==> config.mk <==
export PLATFORM = sky130hd
export DESIGN_NAME = multicycle_control
export DESIGN_NICKNAME = d
export VERILOG_FILES = /design/src/rtl/multicycle_control.sv
export SDC_FILE = /design/constraint.sdc
export NUM_CORES = 1
export LEC_CHECK = 0
export ABC_AREA = 1
export BUFFER_PORTS_ARGS = -buffer_cell sky130_fd_sc_hd__buf_4
export CELL_PAD_IN_SITES_DETAIL_PLACEMENT = 0
export CELL_PAD_IN_SITES_GLOBAL_PLACEMENT = 1
export CORE_MARGIN = 1
export CORE_UTILIZATION = 32
export DETAILED_ROUTE_END_ITERATION = 6
export GPL_TIMING_DRIVEN = 0
export PLACE_DENSITY_LB_ADDON = 0.1
export SLEW_MARGIN = 20
export SYNTH_ARGS = -nofsm -noshare
export SYNTH_HDL_FRONTEND = slang
export SYNTH_SLANG_ARGS = --single-unit
==> constraint.sdc <==
create_clock -name clk -period 3.89 [get_ports clk]
set_input_delay 0.389 -clock clk [delete_from_list [all_inputs] [get_ports clk]]
set_output_delay 0.389 -clock clk [all_outputs]
set_load 0.02 [all_outputs]
==> src/rtl/multicycle_control.sv <==
// Multicycle RV32 subset control FSM: state sequencing, per-state datapath controls,
// memory wait/timeout supervision and sticky fault reporting.
module multicycle_control #(
  parameter int unsigned MEM_TIMEOUT = 16
) (
  input  logic       clk,
  input  logic       reset,
  input  logic [6:0] opcode,
  input  logic       zero,
  input  logic       mem_ready,
  output logic       mem_req,
  output logic       mem_we,
  output logic       AdrSrc,
  output logic       PCWrite,
  output logic       IRWrite,
  output logic       RegWrite,
  output logic [1:0] ALUSrcA,
  output logic [1:0] ALUSrcB,
  output logic [1:0] ResultSrc,
  output logic [1:0] ALUOp,
  output logic       instr_done,
  output logic       error,
  output logic [1:0] error_code,
  output logic [3:0] state
);

  localparam int unsigned CW = (MEM_TIMEOUT > 1) ? $clog2(MEM_TIMEOUT) : 1;
  localparam logic [CW-1:0] CNT_LAST = CW'(MEM_TIMEOUT - 1);

  localparam logic [6:0] OP_LW  = 7'b0000011;
  localparam logic [6:0] OP_SW  = 7'b0100011;
  localparam logic [6:0] OP_R   = 7'b0110011;
  localparam logic [6:0] OP_I   = 7'b0010011;
  localparam logic [6:0] OP_BEQ = 7'b1100011;
  localparam logic [6:0] OP_JAL = 7'b1101111;

  typedef enum logic [3:0] {
    S_FETCH    = 4'd0,
    S_DECODE   = 4'd1,
    S_MEMADR   = 4'd2,
    S_MEMREAD  = 4'd3,
    S_MEMWB    = 4'd4,
    S_MEMWRITE = 4'd5,
    S_EXECR    = 4'd6,
    S_EXECI    = 4'd7,
    S_ALUWB    = 4'd8,
    S_BEQ      = 4'd9,
    S_JAL      = 4'd10,
    S_ERROR    = 4'd15
  } state_e;

  typedef enum logic [1:0] {
    ERR_NONE    = 2'b00,
    ERR_ILLEGAL = 2'b01,
    ERR_TIMEOUT = 2'b10
  } err_e;

  state_e        state_q, state_d;
  logic [CW-1:0] cnt_q, cnt_d;
  logic          error_q, error_d;
  err_e          code_q, code_d;
  logic          mem_wait;
  logic          timeout;

  always_comb begin
    state_d  = state_q;
    cnt_d    = '0;
    error_d  = error_q;
    code_d   = code_q;
    mem_wait = ((state_q == S_FETCH) || (state_q == S_MEMREAD) || (state_q == S_MEMWRITE))
               && !mem_ready;
    timeout  = mem_wait && (cnt_q == CNT_LAST);

    unique case (state_q)
      S_FETCH:    if (mem_ready) state_d = S_DECODE;
      S_DECODE: begin
        unique case (opcode)
          OP_LW, OP_SW: state_d = S_MEMADR;
          OP_R:         state_d = S_EXECR;
          OP_I:         state_d = S_EXECI;
          OP_BEQ:       state_d = S_BEQ;
          OP_JAL:       state_d = S_JAL;
          default: begin
            state_d = S_ERROR;
            code_d  = ERR_ILLEGAL;
          end
        endcase
      end
      S_MEMADR:   state_d = (opcode == OP_LW) ? S_MEMREAD : S_MEMWRITE;
      S_MEMREAD:  if (mem_ready) state_d = S_MEMWB;
      S_MEMWB:    state_d = S_FETCH;
      S_MEMWRITE: if (mem_ready) state_d = S_FETCH;
      S_EXECR,
      S_EXECI:    state_d = S_ALUWB;
      S_ALUWB,
      S_BEQ:      state_d = S_FETCH;
      S_JAL:      state_d = S_ALUWB;
      S_ERROR:    state_d = S_ERROR;
      default:    state_d = S_FETCH;
    endcase

    // mem_ready on the final allowed wait cycle already took the normal branch above
    if (timeout) begin
      state_d = S_ERROR;
      code_d  = ERR_TIMEOUT;
    end
    if (state_d == S_ERROR) error_d = 1'b1;
    if (mem_wait && (state_d == state_q)) cnt_d = cnt_q + CW'(1);

    instr_done = (state_d == S_FETCH) && (state_q != S_FETCH);
  end

  always_comb begin
    mem_req   = 1'b0;
    mem_we    = 1'b0;
    AdrSrc    = 1'b0;
    PCWrite   = 1'b0;
    IRWrite   = 1'b0;
    RegWrite  = 1'b0;
    ALUSrcA   = 2'b00;
    ALUSrcB   = 2'b00;
    ResultSrc = 2'b00;
    ALUOp     = 2'b00;
    unique case (state_q)
      S_FETCH: begin
        mem_req   = 1'b1;
        ALUSrcB   = 2'b10;
        ResultSrc = 2'b10;
        IRWrite   = mem_ready;
        PCWrite   = mem_ready;
      end
      S_DECODE: begin
        ALUSrcA = 2'b01;
        ALUSrcB = 2'b01;
      end
      S_MEMADR: begin
        ALUSrcA = 2'b10;
        ALUSrcB = 2'b01;
      end
      S_MEMREAD: begin
        mem_req = 1'b1;
        AdrSrc  = 1'b1;
      end
      S_MEMWB: begin
        ResultSrc = 2'b01;
        RegWrite  = 1'b1;
      end
      S_MEMWRITE: begin
        mem_req = 1'b1;
        mem_we  = 1'b1;
        AdrSrc  = 1'b1;
      end
      S_EXECR: begin
        ALUSrcA = 2'b10;
        ALUOp   = 2'b10;
      end
      S_EXECI: begin
        ALUSrcA = 2'b10;
        ALUSrcB = 2'b01;
        ALUOp   = 2'b10;
      end
      S_ALUWB:  RegWrite = 1'b1;
      S_BEQ: begin
        ALUSrcA = 2'b10;
        ALUOp   = 2'b01;
        PCWrite = zero;
      end
      S_JAL: begin
        ALUSrcA = 2'b01;
        ALUSrcB = 2'b10;
        PCWrite = 1'b1;
      end
      default: ;
    endcase
  end

  always_ff @(posedge clk) begin
    if (reset) begin
      state_q <= S_FETCH;
      cnt_q   <= '0;
      error_q <= 1'b0;
      code_q  <= ERR_NONE;
    end else begin
      state_q <= state_d;
      cnt_q   <= cnt_d;
      error_q <= error_d;
      code_q  <= code_d;
    end
  end

  assign state      = state_q;
  assign error      = error_q;
  assign error_code = code_q;

endmodule

## Word-level counts from Yosys, hierarchy flattened

Index checks and enable logic that the tools add are counted.
Widths: inputs -> output; s select.

| word-level totals | value |
|---|---|
| register bits | 11 |
| bits of input ports | 11 |
| word-level logic and storage cells | 75 |
| output and inout port bits | 22 |

| cells by class | value |
|---|---|
| bitwise logic cells | 2 |
| reduce and logical (&&, ||, !) cells | 26 |
| mux-type cells | 20 |
| $add $sub $neg | 1 |
| equal/unequal tests | 21 |

Operator list:

| cell | count |
|---|---|
| $pmux 4 s7 | 1 |
| $eq 4x4->1 const B | 6 |
| $pmux 4 s5 | 1 |
| $eq 4x3->1 const B | 4 |
| $mux 4 | 4 |
| $pmux 2 s2 | 4 |
| $reduce_or 2->1 | 8 |
| $eq 7x6->1 const B | 2 |
| $eq 7x7->1 const B | 2 |
| $reduce_or 3->1 | 3 |
| $eq 4x2->1 const B | 2 |
| $logic_not 4->1 | 2 |
| $eq 7x2->1 const B | 1 |
| $eq 7x5->1 const B | 1 |
| $mux 2 | 3 |
| $reduce_or 6->1 | 1 |
| $mux 1 | 5 |
| $add 4x1->4 const B | 1 |
| $eq 4x1->1 const B | 1 |
| $eq 4x4->1 | 1 |
| $logic_and 1x1->1 | 4 |
| $reduce_and 2->1 | 2 |
| $reduce_bool 4->1 | 1 |
| $reduce_or 4->1 | 1 |
| 7 further kinds | 9 |

## Logic depth before layout (Yosys ltp)

| depth | value |
|---|---|
| depth after elaboration | 10 |
| mapped depth | 10 |
| depth with buffers taken out | 10 |

## Worst setup path after synthesis

No wires, ideal clock.

| timing path | value |
|---|---|
| kind | register -> output |
| from | register state_q[3], in the netlist state[3] |
| to | output instr_done |
| cell stages (with the launch flop) | 9 |
| data arrival time | 1580 ps |
| path buffers | 0 |
| required time | 3501 ps |
| path slack | 1921 ps |
| path through | dfxtp_1 nor2_2 nand2_2 nand3_2 nand3_4 nand3_1 nor2_1 nand2_1 nor2_1 |

| between the ends | value |
|---|---|
| word-level cells in the longest chain between the ends | 8 |
| elaborated cells on any way between the ends | 22 |
| classes of those cells | eq/ne: 8; mux: 5; reduce/logical: 9 |

Ends and longest elaborated chain:

| what | RTL line | text |
|---|---|---|
| from (decl) | 58 | `state_e state_q, state_d;` |
| from (signal assigned) | 184 | `state_q <= state_d;` |
| branches (longest 7 deep; another with $pmux 4 s7) | - |  |
| $logic_and 1x1->1 * | 110 | `instr_done = (state_d == S_FETCH) && (state_q != S_FETCH);` |
| to (decl) | 21 | `output logic instr_done,` |

Mark *: on every way between the ends.

## Worst setup path after layout

| timing path | value |
|---|---|
| from | register state_q[0], in the netlist state[0] |
| to | output instr_done |

The elaborated chain is that of the path after synthesis.

==> impl_metrics.ini <==
[floorplanning]
dieArea_um2 = 2666
rows = 17
die_h_um = 51.63
core-area_um2 = 2276
start_util_pct = 34.63
ios = 33
die_x_um = 51.63

[logic_synthesis]
synth_seq_cells = 11
synth_seq_area_share_pct = 27.94
synthDistinctLibCells = 23
postSynthCellCount = 134
synth_flop_cell = dfxtp_1
synth_edf_count = 0
netlist_area_um2 = 788.3
postSynthAreaPerCell_um2 = 5.883
syn-num-nets = 146
async_reset_ff_share_pct = 0
synth_top_cell_by_area = dfxtp_1
yosys-top-cells-count = nand2_1 (32), nor2_1 (25), inv_1 (23)
synth.most_common_cell = nand2_1
synthTopCellsByArea = dfxtp_1 (28%), nand2_1 (15%), nor2_1 (12%)
ys_warn_count = 0
synthDominantCellAreaShare_pct = 27.94

[worst_setup_path]
cp_cell_sequence = nor2_1 > nand2_1 > nand3_1 > nor2_1 > nand3_1 > nor2_1 > nand2_1 > nor2_1 > buf_4
worstPathRequired_ps = 3500
cp_slowest_cell = dfxtp_1
cp.arrival_ps = 1750
cp_common_cell = nor2_1
cp_top_family = simple AND/OR/NAND/NOR gates
reg2reg_to = cnt_q[1]
startpoint = state[0]
worst-r2r-setup-slack_ps = 2360
critPathLaunchType = register
worstPathBufferInverterCount = 1
crit_fanout = 6
end_kind = primary output
r2r_cells = 8
critPathMaxStageDelay_ps = 460
crit_type = register to primary output
reg2reg_from = state[3]

[power_and_ir_drop]
combPwrFrac_pct = 70.1
pwr_density_cell_nw_per_um2 = 771.9
pwr-share-clk_pct = 9.2
sequentialPowerShare_pct = 20.7
p_leak_uw = 0.0006285
switching_share_pct = 51.48
p_sw_uw = 430.1
internal_power_uw = 405.3
ir_drop_uv = 381.6

[routing]
viasPerCell = 4.655
route.met3.wl_um = 91
drtIter0Drc = 18
drt-total-wl_um = 1861
routed-wl-met2_um = 842
routed-via-count = 917
routed.top_layer = met4
ant_nets = 0
drc_errors = 0
dr.pass1.iters = 4
met1_length_um = 877
wl_per_cell_um = 9.447

[clock_tree]
clockBufferDepth = 2
clkLatencyLatePin_ps = 270
clkTransAtPathRegs_ps = 70
cts_sinks = 11
cts_resized = 0
cts_tree = built
cts_buffers = 3
htreeDepth = 1
hold_buffers = 0
cts_setup_buffers = 0
clock-root-buffer = clkbuf_4

[min_path]
holdPathStages = 2
min-delay-start = error
min_path_type = register to register
holdPathEnd = error

[grt]
antenna_found_initial = 0
grt-ovfl-total = 0
grt_usage_pct = 15.50
grt_max_degree = 9
first_global_vias = 823
grt_pass1_wl_um = 3139

[layout]
postLayoutCoreUtil_pct = 47.55
drive_gt1_share_pct = 27.81
area_growth_pct = 37.30
fin_area_um2 = 1082
nets = 182
antenna_cells = 0

[sta]
setup_slack_ps = 1749
finalSetupViolCount = 0
min_period_ps = 2141
tns_ps = 0
max_freq_ghz = 0.4671
final.setup_skew_ps = 3.845
worst_slew_pin_slew_ps = 345.9
slew-limit-headroom_pct = 76.94
grt_setup_unrepaired = false
hold_viol = 0
holdWs_ps = 454.5
min_period_over_period_pct = 55.03
maxSlewViolCount = 0

[outcome]
status = finished clean

[placed_design]
place_congestion = 0.8909
pre_cts_ws_ps = 1863
portBuffers = 31
hpwl_um = 1609
place_area_um2 = 1056

[flow_run]
drv_cap = 0
## worst max-delay path by stage
stage	slack, ps	cells past startpoint	to
2_1_floorplan	1920	8	instr_done
3_3_place_gp	1860	11	instr_done
3_5_place_dp	1860	11	instr_done
4_1_cts	1710	11	instr_done
5_1_grt	1600	11	instr_done
6_report	1750	9	instr_done
## layout by cell type (no fill, tap or decap), drive strengths merged
master   n
buf     32
nand4    1
xor2     1
a31oi    1
o21ai    2
nand3   19
nand2   34
clkbuf   4
inv     26
dfxtp   11
a21oi    4
a211oi   1
xnor2    1
and3     1
nor2    28
or2      1
ha       1
o211ai   1
## power groups by stage
stage | Clock [µW] | Sequential, µW | Combinational (µW)
4_1_cts | 80.0 | 174 | 592
3_3_place_gp | 0 | 174 | 592
6_report | 76.5 | 173 | 586
3_5_place_dp | 0 | 176 | 590
2_1_floorplan | 0 | 195 | 357
5_1_grt | 85.1 | 176 | 646
## state kept, by name, summed over array words and instances (netlist names)
signal and flops:
cnt_q 4, error 1, error_code 2, state 4
## through the flow
stage,power [µW],cells
floorplan,551.6,134
global placement,765.7,193
detailed placement,766.6,193
CTS,845.1,197
global route,907.4,197
finish,835.4,197
## worst register-to-register path, delay by kind of cell (launching register included)
family | cells | cell delay (ps)
flip-flops | 1 | 380
AND/OR/NAND/NOR | 6 | 830
buffers and inverters | 1 | 40
AO/OA/AOI/OAI | 1 | 170
## logic make-up (layout without fill, tap and decap cells)
kind of cell    count (synthesis)  in the layout  share of synthesized area (%)
simple gates                   84             84                          48.42
compound gates                  9              9                          6.985
flops                          11             11                          27.94
fa+ha+maj                       1              1                          1.587
buf+inv                        27             62                          12.86
xor+xnor                        2              2                          2.223
## per-layer routing
metal	GRT usage (%)	vias up
li1	-	486
met1	17.73	393
met2	27.27	30
met3	2.047	8
met4	9.009	0
met5	0	-
## area by class of cell
cell class                 instances  area (µm²)
buffer                             1       3.754
clock buffer                       4       26.28
fill                             255        1194
inverter                          26       97.59
multi-input combinational         96       466.7
sequential                        11       220.2
tap                               28       35.03
timing repair buffer              31       232.7
Note: power is estimated with default switching activity, not from simulation.
